## src/rtl/count_scheduler.sv

```systemverilog
// Shared 4-bit counter arbitrated among four requesters; each owner runs a count to its own terminal value.
// Latency: grant one edge after req in IDLE; a run takes len+1 enabled RUN cycles, then one DONE cycle.
// Backpressure: enable low pauses an active run; dropping the owner's req aborts it without a done pulse.
//
// Ports:
//   clk          rising-edge clock
//   reset        asynchronous active-high reset
//   req[3:0]     per-requester run request, held until done or aborted
//   len[15:0]    len[4i+3:4i] = terminal count of requester i, sampled at grant
//   enable       count enable for the active run
//   grant[3:0]   one-hot owner of the counter, 0 when idle
//   owner[1:0]   index of the current or last owner
//   busy         high whenever not IDLE
//   counter_out  shared counter value
//   done[3:0]    one-cycle completion pulse for the owner
//
// Build option: define COUNT_SCHED_ROUND_ROBIN_EN for round-robin arbitration
// (search upward from a rotating pointer); otherwise lowest index wins and no
// pointer exists.
module count_scheduler (
  input  logic        clk,
  input  logic        reset,
  input  logic [3:0]  req,
  input  logic [15:0] len,
  input  logic        enable,
  output logic [3:0]  grant,
  output logic [1:0]  owner,
  output logic        busy,
  output logic [3:0]  counter_out,
  output logic [3:0]  done
);

  typedef enum logic [1:0] {
    IDLE = 2'd0,
    RUN  = 2'd1,
    DONE = 2'd2
  } state_t;

  state_t      state_q, state_d;
  logic [3:0]  grant_q, grant_d;
  logic [1:0]  owner_q, owner_d;
  logic [3:0]  cnt_q, cnt_d;
  logic [3:0]  done_q, done_d;
  logic [3:0]  len_q, len_d;
  logic [1:0]  win;

`ifdef COUNT_SCHED_ROUND_ROBIN_EN
  logic [1:0]  ptr_q, ptr_d;
  logic [1:0]  idx;
  logic        found;

  // First requester at or above the pointer, wrapping modulo 4.
  always_comb begin
    win   = 2'd0;
    found = 1'b0;
    idx   = 2'd0;
    for (int k = 0; k < 4; k++) begin
      idx = ptr_q + 2'(k);
      if (!found && req[idx]) begin
        win   = idx;
        found = 1'b1;
      end
    end
  end
`else
  // Fixed priority: scanning downward leaves the lowest set index as winner.
  always_comb begin
    win = 2'd0;
    for (int k = 3; k >= 0; k--) begin
      if (req[k]) win = 2'(k);
    end
  end
`endif

  always_comb begin
    state_d = state_q;
    grant_d = grant_q;
    owner_d = owner_q;
    cnt_d   = cnt_q;
    done_d  = done_q;
    len_d   = len_q;
`ifdef COUNT_SCHED_ROUND_ROBIN_EN
    ptr_d   = ptr_q;
`endif
    case (state_q)
      IDLE: begin
        if (req != 4'd0) begin
          state_d = RUN;
          grant_d = 4'b0001 << win;
          owner_d = win;
          cnt_d   = 4'd0;
          len_d   = len[{win, 2'b00} +: 4];
        end
      end
      RUN: begin
        // Abort wins over enable: owner withdrew, counter keeps its value.
        if (!req[owner_q]) begin
          state_d = IDLE;
          grant_d = 4'd0;
`ifdef COUNT_SCHED_ROUND_ROBIN_EN
          ptr_d   = owner_q + 2'd1;
`endif
        end else if (enable) begin
          if (cnt_q == len_q) begin
            // Terminal reached: counter holds, so 15 never wraps to 0.
            state_d = DONE;
            done_d  = grant_q;
          end else begin
            cnt_d = cnt_q + 4'd1;
          end
        end
      end
      DONE: begin
        state_d = IDLE;
        grant_d = 4'd0;
        done_d  = 4'd0;
`ifdef COUNT_SCHED_ROUND_ROBIN_EN
        ptr_d   = owner_q + 2'd1;
`endif
      end
      default: begin
        state_d = IDLE;
        grant_d = 4'd0;
        done_d  = 4'd0;
      end
    endcase
  end

  always_ff @(posedge clk or posedge reset) begin
    if (reset) begin
      state_q <= IDLE;
      grant_q <= 4'd0;
      owner_q <= 2'd0;
      cnt_q   <= 4'd0;
      done_q  <= 4'd0;
      len_q   <= 4'd0;
`ifdef COUNT_SCHED_ROUND_ROBIN_EN
      ptr_q   <= 2'd0;
`endif
    end else begin
      state_q <= state_d;
      grant_q <= grant_d;
      owner_q <= owner_d;
      cnt_q   <= cnt_d;
      done_q  <= done_d;
      len_q   <= len_d;
`ifdef COUNT_SCHED_ROUND_ROBIN_EN
      ptr_q   <= ptr_d;
`endif
    end
  end

  assign grant       = grant_q;
  assign owner       = owner_q;
  assign busy        = (state_q != IDLE);
  assign counter_out = cnt_q;
  assign done        = done_q;

endmodule

```

## config.mk

```make
export PLATFORM = sky130hd
export DESIGN_NAME = count_scheduler
export DESIGN_NICKNAME = d
export VERILOG_FILES = /design/src/rtl/count_scheduler.sv
export SDC_FILE = /design/constraint.sdc
export NUM_CORES = 1
export LEC_CHECK = 0
export CORE_ASPECT_RATIO = 0.9
export CORE_MARGIN = 4
export CORE_UTILIZATION = 38
export DETAILED_ROUTE_END_ITERATION = 10
export PLACE_DENSITY = 0.68
export SETUP_SLACK_MARGIN = 0.3
export SYNTH_ARGS = -nofsm -noshare
export SYNTH_HDL_FRONTEND = slang
export SYNTH_SLANG_ARGS = --single-unit
```

## constraint.sdc

```tcl
create_clock -name clk -period 3.6 [get_ports clk]
set_clock_uncertainty 0.1 [all_clocks]
set_input_delay 0.54 -clock clk [delete_from_list [all_inputs] [get_ports clk]]
set_output_delay 0.54 -clock clk [all_outputs]
set_load 0.01 [all_outputs]
```

# Word-level counts from Yosys, hierarchy flattened
# Cells that the tools add are included.
classes:
  n_addsub: 1
  bitwise_logic: 1
  magnitude_cmp: 1
  eq_ne: 10
  n_mux: 23
  reduce_logical: 9
  n_shift: 2
op_table:
  columns: ["op", "n"]
  rows:
  - ["2-to-1 mux 4 bit", 9]
  - ["case mux 4 bit (2 select lines)", 3]
  - ["2-to-1 mux 2 bit", 8]
  - ["indexed part select 16 x 5 -> 4 bit", 1]
  - ["!= test 2 bit, second input constant", 6]
  - ["!= test 3 bit, second input constant", 2]
  - ["AND reduction 5 bit", 1]
  - ["adder 4 x 1 -> 4 bit, second input constant", 1]
  - ["== test 4 bit", 1]
  - ["case mux 2 bit (2 select lines)", 1]
  - ["AND reduction 2 bit", 2]
  - ["AND reduction 4 bit", 1]
  - ["nonzero test 2 bit", 2]
  - ["nonzero test 4 bit", 1]
  - ["left shift 1 x 2 -> 4 bit, first input constant", 1]
  - ["< comparator 2 x 3 -> 1 bit, second input constant", 1]
  - ["AND reduction 3 bit", 1]
  - ["binary-select mux 1 bit (select 2 bit)", 1]
  - ["== test 2 x 1 -> 1 bit, second input constant", 1]
  - ["zero test 2 bit", 1]
  - ["2-to-1 mux 1 bit", 1]
  - ["NOT 1 bit", 1]
totals:
  input_bits: 23
  output_inout_bits: 15
  reg_bits: 20

# Depth between registers and ports, before layout
depth:
  word_depth: 7
  ltp_mapped: 6
  ltp_nobuf: 5

# Least setup slack after synthesis
# No wires, ideal clock.
synth_timing:
  path_type: "input port to flip-flop"
  start: "in req[2]"
  end: "reg cnt_q[3], in the netlist counter_out[3]"
  t_required_ns: 3.420
  path_slack_ns: 1.994
  stages: 4
  path_buffers: 0
  t_arrival_ns: 1.425
  path_cell_list: "or2_1 -> o21a_4 -> or2_4 -> o211ai_2"
synth_via:
  elab_chain_cells: 4
synth_lines:
  columns: ["element", "line", "text"]
  rows:
  - ["start, declared", "23", "input logic [3:0] req,"]
  - ["binary-select mux 1 bit (select 2 bit)", "97", "if (!req[owner_q]) begin"]
  - ["2-to-1 mux 1 bit (not written as such)", "97", null]
  - ["!= test 2 bit (no line)", null, null]
  - ["AND reduction 5 bit (no line) *", null, null]
  - ["end signal, assigned", "144", "cnt_q <= cnt_d;"]
  - ["end, declared", "42", "logic [3:0] cnt_q, cnt_d;"]
# Every way passes the cells marked *; elsewhere a longest branch is shown, timed or not. The select of a mux whose other input is x is not followed.
# A chain may end at the register's enable or synchronous reset.

# Final worst setup path
layout_timing:
  start: "reg state_q[1]"
  end: "out busy"
layout_via:
  elab_chain_cells: 1
layout_lines:
  columns: ["element", "line", "text"]
  rows:
  - ["start, declared", "39", "state_t state_q, state_d;"]
  - ["start signal, assigned", "141", "state_q <= state_d;"]
  - ["nonzero test 2 bit", "155", "assign busy = (state_q != IDLE);"]
  - ["end, declared", "28", "output logic busy,"]
# No other way between the ends.

==> flow_summary.json <==
{
  "rows": 18,
  "min_from": "done[3]",
  "ant_nets": 0,
  "syn_area_per_cell_sq_um": 10.1,
  "track_usage": 0.163,
  "drt-wirelength-per-cell_um": 14.6,
  "vias_per_cell": 5.36,
  "wl_mm": 2.81,
  "pwr-share-comb": 0.533,
  "p_switching_mw": 0.439,
  "p_int_mw": 0.655,
  "num_antenna_cells": 0,
  "clkPwrFrac": 0.093,
  "status": "finished, final reports clean",
  "synthCells": 115,
  "post-route-util": 0.558,
  "pwr-share-seq": 0.374,
  "hold_violations": 0,
  "first_iter_violations": 35,
  "cap_viol_max_count": 0,
  "multi_input_area_sq_um": 622,
  "cp_slowest_stage_delay_ps": 520,
  "powerDensity_nw_per_um2": 691,
  "seq_area_sq_um": 500,
  "cts_setup_buffers": 0,
  "period_needed_ps": 2460,
  "fin_setup_tns_ps": 0,
  "clockBufferDepth": 2,
  "cts_hold_buf": 0,
  "yosys_most_used_dff": "dfrtp_1",
  "synth-seq-cells": 20,
  "cp-start-kind": "flop",
  "synth_fp_nets": 139,
  "io_pins": 38,
  "die_y_um": 60.4,
  "vias": 1029,
  "drc": 0,
  "grt_max_degree": 21,
  "slowest_stage": "clkdlybuf4s50_1",
  "cts_resized": 0,
  "setup_viol": 0,
  "fill_cells": 290,
  "cp.required_ps": 2960,
  "clkTransAtPathRegs_ps": 100,
  "grt_pass1_wl_mm": 5.03,
  "syn_area_sq_um": 1160,
  "rsz0062_at_grt": "no",
  "r2r-start": "owner[1]",
  "overflow": 0,
  "yosysWarnings": 0,
  "gp_routability_congestion": 0.908,
  "area_delta_synth_final_pct": 36.9,
  "clk_latency_ps": 290,
  "clock.fmax_mhz": 407,
  "critical_path_class": "flop to primary output",
  "slew_headroom": 0.425,
  "dp_cells": 189,
  "synth_edf_count": 0,
  "antenna_found_initial": 0,
  "cts_tree": "built",
  "finalCritPeriodShare": 0.683,
  "numCtsBuffers": 3,
  "core_sq_um": 2840,
  "start_util": 0.408,
  "htree_levels": 1,
  "die_area_sq_um": 3990,
  "place_hpwl_mm": 2.25,
  "cts.sinks": 20,
  "grt_pass1_vias": 1093,
  "switching_share": 0.401,
  "arrival_ps": 1820,
  "numPortBuffers": 37,
  "cp-end-kind": "primary output",
  "drive_gt1_frac": 0.0855,
  "cts-root-buf": "clkbuf_4",
  "nets": 178,
  "yosysSeqAreaShare": 0.432,
  "path_cells": "nor2_2, inv_1, clkdlybuf4s50_1",
  "netlist-cell-type-count": 36,
  "cp-startpoint": "state_q[1]",
  "async_flop_share": 1.00,
  "worst_slew_pin_slew_ps": 863,
  "irDropWorstVdd_mv": 0.282,
  "path_max_fanout": 12,
  "drv_slew": 0,
  "layoutNonFillerInstCount": 192,
  "p_leak_nw": 0.634,
  "drtPass1Iterations": 4,
  "hold_path.class": "flop to flop",
  "die_w_um": 66.2
}
-- cells in the final DEF, fill, tap and decap left out, drive strengths merged --
cell / count
a211o: 3
a21oi: 11
a221oi: 4
a31o: 1
a32o: 1
a41oi: 1
and3: 3
and4: 1
clkbuf: 3
clkdlybuf4s50: 37
dfrtp: 20
ha: 1
inv: 5
mux2i: 7
nand2: 5
nand2b: 11
nand3: 2
nand4: 2
nor2: 9
nor2b: 2
nor3: 1
o211ai: 2
o21a: 2
o21ai: 2
o21bai: 2
o221ai: 4
o22ai: 2
o32ai: 1
or2: 3
xnor2: 4
-- critical path: cells and delay by family, from the launching register on --
family | cells | cell delay (ps)
buffers and inverters | 2 | 720
flip-flops | 1 | 510
AND/OR/NAND/NOR | 1 | 290
-- flip-flops by register name, summed over array words and instances, names as in the netlist --
register     cells
counter_out      4
done             4
grant            4
len_q            4
owner            2
state_q          2
-- cells by family after synthesis --
group,synth area share
compound gates,0.245
simple gates,0.190
buf+inv,0.0303
mux,0.0605
fa+ha+maj,0.0108
flops,0.432
xor+xnor,0.0303
-- power groups by stage --
stage	Combinational [mW]	Clock, mW	Sequential (mW)
floorplan	0.348	0	0.414
global placement	0.573	0	0.411
detailed placement	0.584	0	0.412
CTS	0.587	0.107	0.409
global route	0.644	0.120	0.426
finish	0.583	0.102	0.409
-- routing by layer --
| metal | track usage | vias up | wire [um] |
|---|---|---|---|
| met4 | 0.0348 | 0 | 16 |
| met1 | 0.212 | 487 | 1320 |
| met3 | 0.0611 | 2 | 187 |
| met5 | 0 | - | 0 |
| li1 | - | 500 | - |
| met2 | 0.262 | 40 | 1280 |
-- cell usage after synthesis, drive strengths merged (3+ instances only) --
cell type | n | area, sq um
and3 | 3 | 18.8
xnor2 | 4 | 35.0
or2 | 3 | 23.8
nor2 | 9 | 36.3
inv | 5 | 18.8
nand2b | 11 | 68.8
a21oi | 11 | 58.8
dfrtp | 20 | 500
o221ai | 4 | 35.0
mux2i | 7 | 70.1
a221oi | 4 | 35.0
nand2 | 5 | 18.8
a211o | 3 | 26.3
-- cell type report --
type / count / area share
multi-input combinational: 87 / 0.393
inverter: 5 / 0.0118
tap: 40 / 0.0316
sequential: 20 / 0.316
timing repair buffer: 37 / 0.234
clock buffer: 3 / 0.0142
-- worst paths after layout --
check                                 to  slack, ps  depth (start not counted)
worst max-delay path                busy       1140                          3
worst max register to register   done[1]       1590                          4
worst min register to register   done[3]        450                          2
worst min-delay path             done[3]        450                          2
min in group asynchronous        done[1]        570                          2
max in group asynchronous       grant[1]       2360                          2
-- through the flow --
stage / setup slack [ps] / hold slack [ps] / area (sq um) / power, mW
6_report: 1140 / 450 / 1580 / 1.09
3_5_place_dp: 970 / 439 / 1560 / 0.997
3_3_place_gp: 1070 / 434 / 1560 / 0.984
5_1_grt: 972 / 475 / 1580 / 1.19
2_1_floorplan: 1990 / 404 / 1160 / 0.762
4_1_cts: 1120 / 457 / 1580 / 1.10
No activity file was read; power rests on OpenSTA's default activity.
